<file path="src/rtl/seq_pkg.sv">
// ============================================================================
// Module   : seq_pkg
// Purpose  : Shared state encoding and default widths for the stimulus controller
// Revision : 1.0 - initial release
// ============================================================================
`default_nettype none

package seq_pkg;

    localparam logic [2:0] S_IDLE   = 3'd0;
    localparam logic [2:0] S_READY  = 3'd1;
    localparam logic [2:0] S_ISSUE  = 3'd2;
    localparam logic [2:0] S_SAMPLE = 3'd3;
    localparam logic [2:0] S_DONE   = 3'd4;

    localparam int PAT_W_DEF = 8;
    localparam int CNT_W_DEF = 8;

endpackage

`default_nettype wire

</file>
<file path="src/rtl/sat_counter.sv">
// ============================================================================
// Module   : sat_counter
// Purpose  : Up counter with synchronous clear that sticks at its maximum value
// Revision : 1.0 - initial release
// ============================================================================
`default_nettype none

module sat_counter #(
    parameter int W = 8
) (
    input  logic         clk,
    input  logic         reset,
    input  logic         clr,
    input  logic         inc,
    output logic [W-1:0] q
);

    logic [W-1:0] r_q;

    always_ff @(posedge clk) begin
        if (reset) begin
            r_q <= '0;
        end else if (clr) begin
            r_q <= '0;
        end else if (inc && (r_q != '1)) begin
            r_q <= r_q + 1'b1;
        end
    end

    assign q = r_q;

endmodule

`default_nettype wire

</file>
<file path="src/rtl/seq_stim_ctrl.sv">
// ============================================================================
// Module   : seq_stim_ctrl
// Purpose  : Latches a switch pattern and feeds it bit-serially to the sequence
//            detector on tick or step, counting detector hits
// Revision : 1.0 - initial release
// ============================================================================
`default_nettype none

module seq_stim_ctrl
    import seq_pkg::*;
#(
    parameter int PAT_W = PAT_W_DEF,
    parameter int IDX_W = 3,
    parameter int CNT_W = CNT_W_DEF
) (
    input  logic             clk,
    input  logic             reset,
    input  logic             tick,
    input  logic             step,
    input  logic             run,
    input  logic             load,
    input  logic [PAT_W-1:0] pattern,
    input  logic [IDX_W:0]   len,
    input  logic             Z,
    output logic             X,
    output logic             adv,
    output logic             det_clr,
    output logic [IDX_W-1:0] bit_idx,
    output logic             busy,
    output logic             done,
    output logic [CNT_W-1:0] hits
);

    localparam logic [IDX_W:0] LEN_FULL = PAT_W[IDX_W:0];

    logic [2:0]       r_state;
    logic [2:0]       w_state_nxt;
    logic [PAT_W-1:0] r_pat;
    logic [IDX_W:0]   r_len;
    logic [IDX_W-1:0] r_idx;
    logic             r_det_clr;

    logic             w_trig;
    logic [IDX_W:0]   w_len_eff;
    logic             w_last;
    logic             w_in_bit;
    logic             w_hit;

    // The unselected trigger source is simply never looked at.
    assign w_trig    = run ? tick : step;
    assign w_len_eff = ((len == '0) || (len > LEN_FULL)) ? LEN_FULL : len;
    assign w_last    = (({1'b0, r_idx} + (IDX_W+1)'(1)) == r_len);

    always_comb begin
        w_state_nxt = r_state;
        if (load) begin
            w_state_nxt = S_READY;
        end else begin
            case (r_state)
                S_IDLE:   w_state_nxt = S_IDLE;
                S_READY:  w_state_nxt = w_trig ? S_ISSUE : S_READY;
                S_ISSUE:  w_state_nxt = S_SAMPLE;
                S_SAMPLE: w_state_nxt = w_last ? S_DONE : S_READY;
                S_DONE:   w_state_nxt = S_DONE;
                default:  w_state_nxt = S_IDLE;
            endcase
        end
    end

    always_ff @(posedge clk) begin
        if (reset) begin
            r_state   <= S_IDLE;
            r_pat     <= '0;
            r_len     <= '0;
            r_idx     <= '0;
            r_det_clr <= 1'b0;
        end else begin
            r_state   <= w_state_nxt;
            r_det_clr <= load;
            if (load) begin
                r_pat <= pattern;
                r_len <= w_len_eff;
                r_idx <= '0;
            end else if (r_state == S_SAMPLE) begin
                r_idx <= r_idx + 1'b1;
            end
        end
    end

    // X is held through SAMPLE so a Mealy Z stays valid while it is sampled.
    assign w_in_bit = (r_state == S_ISSUE) || (r_state == S_SAMPLE);
    assign X        = w_in_bit & r_pat[r_idx];
    assign adv      = (r_state == S_ISSUE);
    assign busy     = (r_state == S_READY) || w_in_bit;
    assign done     = (r_state == S_DONE);
    assign bit_idx  = r_idx;
    assign det_clr  = r_det_clr;
    assign w_hit    = (r_state == S_SAMPLE) && Z;

    sat_counter #(
        .W (CNT_W)
    ) u_hits (
        .clk   (clk),
        .reset (reset),
        .clr   (load),
        .inc   (w_hit),
        .q     (hits)
    );

endmodule

`default_nettype wire

</file>
<file path="config.mk">
export PLATFORM = sky130hd
export DESIGN_NAME = seq_stim_ctrl
export DESIGN_NICKNAME = d
export VERILOG_FILES = /design/src/rtl/seq_pkg.sv /design/src/rtl/sat_counter.sv /design/src/rtl/seq_stim_ctrl.sv
export SDC_FILE = /design/constraint.sdc
export NUM_CORES = 1
export LEC_CHECK = 0
export ABC_AREA = 0
export CAP_MARGIN = 20
export CORE_MARGIN = 10
export CORE_UTILIZATION = 35
export CTS_BUF_LIST = sky130_fd_sc_hd__clkbuf_4
export DETAILED_ROUTE_END_ITERATION = 7
export SYNTH_ARGS = -nofsm -noshare
export SYNTH_HDL_FRONTEND = slang
export SYNTH_HIERARCHICAL = 1
export SYNTH_SLANG_ARGS = --single-unit
</file>
<file path="constraint.sdc">
create_clock -name clk -period 3 [get_ports clk]
set_input_delay 0.45 -clock clk [delete_from_list [all_inputs] [get_ports clk]]
set_output_delay 0.45 -clock clk [all_outputs]
set_load 0.01 [all_outputs]
</file>
==> metrics.md, run 1 <==
| Metric | Value |
|---|---|
| Total Routed Length | `roughly 3000 um` |
| Ys async rst share | `0%` |
| Wire length on met3 | `195 um` |
| Final Hold Fails | `0` |
| DRC viols | `0` |
| Synthesized area per cell | `9.34 um^2` |
| Status | `finished clean` |
| Post-CTS Setup Bufs | `0` |
| IO Count | `35` |
| Worst Hold Launch | `r_len[0]` |
| WS Path Type | `reg2out` |
| Crit share post-route | `between 80% and 90%` |
| P_leak | `0.000669 uW` |
| Post-Synthesis Net Count | `167` |
| GPL Wtd Cong | `between 0.8 and 0.9` |
| N_diodes | `0` |
| Fill cells | `374` |
| Crit path launch | `bit_idx[0]` |
| Vias/cell | `about 5.1` |
| DR vias | `~1200` |
| Initial DRC count | `between 50 and 60` |
| Hold path depth | `2` |
| Die area | `between 6000 and 7000 um^2` |
| Highest metal used | `met4` |
| Hold WS | `0.500 ns` |
| Placed Instance Area | `1740 um^2` |
| Share of cells above drive strength 1 | `6.15%` |
| Period minus WS final | `2.61 ns` |
| First-pass GRT wire length | `roughly 5300 um` |
| H-Tree Depth | `1` |
| Total GRT Usage | `about a tenth` |
| Metal2 WL | `~1500 um` |
| Slew headroom | `65.5%` |
| Synth area leaders | `dfxtp_1 (40%), mux2i_1 (10%), nor2_1 (5.5%), mux4_1 (3.9%), a21oi_1 (3.3%)` |
| Setup violations, final | `0` |
| Max-Cap Viols | `0` |
| Number of global-route vias before repair | `around 1100` |
| Reg-to-reg critical path startpoint | `r_state[1]` |
| Setup TNS Final | `0 ns` |
| Yosys top cell area share | `between 30% and 40%` |
| CP arrival | `about 2.2 ns` |
| Fin area | `1770 um^2` |
| Core Rows | `22` |
| Buffer and inverter count on the worst path | `1` |
| Sink Count | `27` |
| Hold crit path type | `reg2reg` |
| Startpoint Class | `register` |
| Achievable Freq | `between 300 and 400 MHz` |
| CP top delay family | `multiplexers` |
| Crit path largest cell delay | `0.61 ns` |
| Nets@finish | `~200` |
| Die height | `about 82 um` |
| Syn Std Cell Area | `about 1400 um^2` |
| Max Root-Sink Buffers | `2` |
| Total CTS buffers | `3` |
| Syn-to-layout area delta | `29.5%` |
| Gr ovfl total | `0` |
| Pin count of the biggest net entering global routing | `16` |
| Routed length on met1 | `1360 um` |
| Skew final | `0.00251 ns` |
| #FFs+latches synth | `27` |
| Mapped Cells | `roughly 150` |
| Final core occ | `a little under half` |
| Worst Reg-to-Reg Cells | `5` |
| Number of gates resized after CTS | `0` |
| Hold_buf cts | `0` |
| Synth area leader | `dfxtp_1` |
| Netlist cell types | `40` |
| Pwr/cell area | `about 350 nW/um^2` |
| WL per Instance | `between 10 and 15 um` |
| Core area | `between 3000 and 4000 um^2` |
| Commonest non-fill, non-tap cell in the layout | `clkdlybuf4s50_1` |
| Clock Latency Late Sink | `~0.31 ns` |
| Port bufs | `34` |
| Final Max Slew Viols | `0` |
| Initial Utilization | `36.7%` |
| Post-route ant nets | `0` |
| Setup Slack @ Placement | `approximately 0.74 ns` |
| CP max stage cell | `mux4_1` |
| Initial antenna violation count | `0` |
| Worst-path clk slew | `between 0.1 and 0.15 ns` |
| Crit. End Element | `output pin` |
| Critical path fanouts, max | `8` |
| Worst path cell trace | `mux4_1 -> mux2i_1 -> nor2_1 -> clkdlybuf4s50_1` |
| WP data required | `2.55 ns` |
| Sequential share of the synthesized area | `approximately 40%` |
| EDFF count, synth | `0` |
| Final WS setup | `~0.39 ns` |
| Commonest non-fill, non-tap cells in the layout | `clkdlybuf4s50_1 (34), dfxtp_1 (27), nor2_1 (20)` |
| Worst-margin pin slew | `0.516 ns` |
| YS warnings | `6` |
| Root Driver | `clkbuf_4` |
| DP HPWL | `2490 um` |
| RSZ-0062 raised after global routing | `no` |
| Worst VDD drop | `between 150 and 200 uV` |
| CP Depth | `4` |
| TritonCTS clock tree | `yes` |
| Die W | `slightly above 80 um` |
| Drt first pass iters | `4` |
| Most used DFF post-synth | `dfxtp_1` |
## layout make-up
cell class	instances	area (um^2)	share of cell area, %
repair buffers	36	355	20.1
well taps	48	60.1	3.40
multi-input cells	111	779	44.1
clock buffers	3	22.5	1.27
clock inverters	1	5.00	0.283
inverters	1	3.75	0.212
flip-flops and latches	27	541	30.6
## synth_stat cells, drive strengths merged, types with 2 or more instances
cell and number:
or3 3, nor2 20, a21oi 9, nand3 2, nand2 10, and2 2, xor2 2, ha 2
mux4 2, a31oi 2, xnor2 3, dfxtp 27, nor2b 4, and3b 2, nor4 2, nand3b 4
a21boi 3, buf 4, nor3 2, and3 3, nand2b 5, mux2i 14, and4 2, clkbuf 3
nand4 2
## final timing paths
path / endpoint / slack (ns)
hold reg to reg: r_len[0] / 0.50
hold / removal: r_len[0] / 0.50
setup reg to reg: u_hits/q[5] / 1.15
setup / recovery: X / 0.39
## cells by family after synthesis
family | after synthesis | share of synthesized area (%)
DFF | 27 | 39.6
AOI/OAI and AO/OA | 22 | 12.0
xor gates and xnor gates | 5 | 3.21
and+or+nand+nor | 65 | 25.1
adders and majority gates | 2 | 1.83
buffers and inverters | 8 | 3.21
muxes | 17 | 15.0
## routing by layer
| metal | up-vias | track usage, % |
|---|---|---|
| met4 | 0 | 3.57 |
| met3 | 2 | 2.59 |
| met5 | - | 0 |
| li1 | 585 | - |
| met2 | 28 | 15.9 |
| met1 | 536 | 11.9 |
## state kept, by name, indices dropped and copies added (netlist names)
name and count:
bit_idx 3, det_clr 1, r_len 4, r_pat 8
r_state 3, u_hits/q 8
## worst min-delay path, delay by kind of cell (launching register included)
kind / cells / cell delay (ns)
simple gates: 1 / 0.07
compound gates: 1 / 0.05
flops: 1 / 0.35
## report_power, final
part           internal, uW  leakage [uW]  switching (uW)
sequential              370      0.000220            7.82
clock                  49.9     0.0000177             103
combinational          49.4      0.000431            34.0
total                   470      0.000669             145
## metrics by stage
stage | std cells | total power, uW
2_1_floorplan | 146 | 427
5_1_grt | 227 | 646
3_5_place_dp | 223 | 470
4_1_cts | 227 | 624
3_3_place_gp | 223 | 468
6_report | 227 | 614
No activity file was read; power rests on OpenSTA's default activity.
==> run 2: changes to the inputs <==
--- a/config.mk
+++ b/config.mk
@@ -11,6 +11,7 @@
 export CORE_UTILIZATION = 35
 export CTS_BUF_LIST = sky130_fd_sc_hd__clkbuf_4
 export DETAILED_ROUTE_END_ITERATION = 7
+export PLACE_DENSITY = 0.63
 export SYNTH_ARGS = -nofsm -noshare
 export SYNTH_HDL_FRONTEND = slang
 export SYNTH_HIERARCHICAL = 1
==> run 2 against run 1 <==
Effect of this change:
- power increased by 1.7%
- via count rose by 0.61%
- largest cell class unchanged
- utilization unchanged
- critical path type unchanged
- first-iteration DRC count is 13% higher
- highest routed layer unchanged
- clock skew is 0.0015 ns lower
- sequential share of layout area did not move
==> metrics.md, run 2 (synthesis results as in run 1) <==
| Metric | Value |
|---|---|
| Hold crit path type | `reg2reg` |
| Setup violations, final | `0 (unchanged)` |
| RSZ-0062 raised after global routing | `no` |
| R2r endpoint | `u_hits/q[5]` |
| Clock Latency Late Sink | `0.33 ns (+0.02 ns)` |
| Max Root-Sink Buffers | `2 (unchanged)` |
| Hold path depth | `2 (unchanged)` |
| H-Tree Depth | `1 (unchanged)` |
| Slew headroom | `44.0% (-21 points)` |
| Status | `finished clean` |
| Gr ovfl total | `0 (unchanged)` |
| Hold_buf cts | `0 (unchanged)` |
| CP top delay family | `multiplexers` |
| Post-CTS Setup Bufs | `0 (unchanged)` |
| IO Count | `35 (unchanged)` |
| Multi-input gate area | `779 um^2 (unchanged)` |
| DP HPWL | `2440 um (-1.8%)` |
| WS Path Type | `reg2out` |
| Crit path largest cell delay | `0.62 ns (about the same)` |
| Startpoint Class | `register` |
| Crit path launch | `bit_idx[0]` |
| Worst-path clk slew | `0.15 ns (about the same)` |
| Syn-to-layout area delta | `29.5% (unchanged)` |
| Initial DRC count | `59 (+13%)` |
| Worst path cell trace | `mux4_1 -> mux2i_1 -> nor2_1 -> clkdlybuf4s50_1` |
| Critical path fanouts, max | `8 (unchanged)` |
| Initial Utilization | `36.7% (unchanged)` |
| Final Hold Fails | `0 (unchanged)` |
| Max-Cap Viols | `0 (unchanged)` |
| Die height | `82.4 um (unchanged)` |
| Register area | `541 um^2 (unchanged)` |
| Final Max Slew Viols | `0 (unchanged)` |
| Pwr/cell area | `354 nW/um^2 (+1.7%)` |
| Period minus WS final | `2.64 ns (+0.0295 ns)` |
| Hold WS | `0.500 ns (-0.000321 ns)` |
| Achievable Freq | `379 MHz (-1.1%)` |
| Fill cells | `375 (+0.27%)` |
| Crit. End Element | `output pin` |
| Gate power share | `13.4% (-0.2 points)` |
| GPL Wtd Cong | `0.833 (-1.4%)` |
| Die area | `6790 um^2 (unchanged)` |
| CP Depth | `4 (unchanged)` |
| Die W | `82.4 um (unchanged)` |
| Sw Share | `24.7% (+1.2 points)` |
| Skew final | `0.000981 ns (-0.00153 ns)` |
| Core Rows | `22 (unchanged)` |
| Worst Reg-to-Reg Cells | `5 (unchanged)` |
| DR vias | `1158 (+0.61%)` |
| Drt first pass iters | `6 (+2)` |
| Total Routed Length | `3140 um (+1.6%)` |
| P_leak | `0.000669 uW (unchanged)` |
| DRC viols | `0 (unchanged)` |
| NetSw | `154 uW (+6.7%)` |
| Clock power frac | `26.1% (+1.2 points)` |
| Reg-to-reg critical path startpoint | `r_state[2]` |
| Nets@finish | `201 (unchanged)` |
| CP arrival | `2.19 ns (+0.03 ns)` |
| Buffer and inverter count on the worst path | `1 (unchanged)` |
| Int Power | `470 uW (+0.13%)` |
| Setup TNS Final | `0 ns (unchanged)` |
| Share of cells above drive strength 1 | `6.15% (unchanged)` |
| N_diodes | `0 (unchanged)` |
| WL per Instance | `13.8 um (+1.6%)` |
| Sink Count | `27 (unchanged)` |
| Number of global-route vias before repair | `1170 (+1.8%)` |
| Port bufs | `34 (unchanged)` |
| First-pass GRT wire length | `5480 um (+3.1%)` |
| Commonest non-fill, non-tap cells in the layout | `clkdlybuf4s50_1 (34), dfxtp_1 (27), nor2_1 (20)` |
| Crit share post-route | `88.0% (+0.98 points)` |
| Total GRT Usage | `10.0% (+0.30 points)` |
| Root Driver | `clkbuf_4` |
| Total CTS buffers | `3 (unchanged)` |
| TritonCTS clock tree | `yes` |
| Vias/cell | `5.10 (+0.61%)` |
| Core area | `3720 um^2 (unchanged)` |
| Post-route ant nets | `0 (unchanged)` |
| R2R Setup Slk | `1.13 ns (-0.02 ns)` |
| Worst-margin pin slew | `0.837 ns (+0.321 ns)` |
| Reg power frac | `60.5% (-1.1 points)` |
| Initial antenna violation count | `0 (unchanged)` |
| Commonest non-fill, non-tap cell in the layout | `clkdlybuf4s50_1` |
| WP data required | `2.55 ns (about the same)` |
| CP Capture Point | `X` |
| CP max stage cell | `mux4_1` |
| Worst VDD drop | `149 uV (-17%)` |
| Pin count of the biggest net entering global routing | `22 (+6)` |
| Number of gates resized after CTS | `0 (unchanged)` |
## run 2: final cells by class
cell class / instances / area share (%)
Clock buffer: 3 / 1.27
Clock inverter: 1 / 0.283
Inverter: 1 / 0.212
Multi-Input combinational cell: 111 / 44.1
Sequential cell: 27 / 30.6
Tap cell: 48 / 3.40
Timing Repair Buffer: 36 / 20.1
## run 2: stage by stage
stage	area, um^2	setup WS [ns]	total power [uW]	std cells	util, %
final	1770	0.361	625	227	47.5
after global routing	1770	0.207	655	227	47.5
after CTS	1770	0.338	630	227	47.5
after detailed placement	1740	0.735	470	223	46.8
after global placement	1740	0.811	468	223	46.8
after floorplan	1360	1.28	427	146	-
## run 2: worst min-delay path by stage
stage / from / endpoint / slack, ns
finish: r_len[1] / r_len[1] / 0.50
global route: r_len[1] / r_len[1] / 0.53
CTS: r_len[1] / r_len[1] / 0.50
detailed placement: r_pat[4] / r_pat[4] / 0.48
global placement: r_pat[1] / r_pat[1] / 0.47
floorplan: r_pat[1] / r_pat[1] / 0.45
## run 2: power by group through the flow
stage,registers [uW],logic [uW],clock network [uW]
3_3_place_gp,386,82.3,0
4_1_cts,378,84.6,168
6_report,378,83.6,163
5_1_grt,380,93.6,181
2_1_floorplan,384,43.5,0
3_5_place_dp,386,84.4,0
## run 2: worst reg2reg max path: cells and delay by family, from the launching register on
kind            cells  cell delay (ns)
simple gates        3             0.93
compound gates      2             0.47
flops               1             0.39
## run 2: layer usage
metal / track usage (%) / wire length [um] / part of all wire (%)
met1: 12.4 / 1450 / 46
met3: 3.02 / 207 / 6.6
met5: 0 / 0 / 0
met2: 15.8 / 1430 / 46
met4: 4.08 / 50 / 1.6
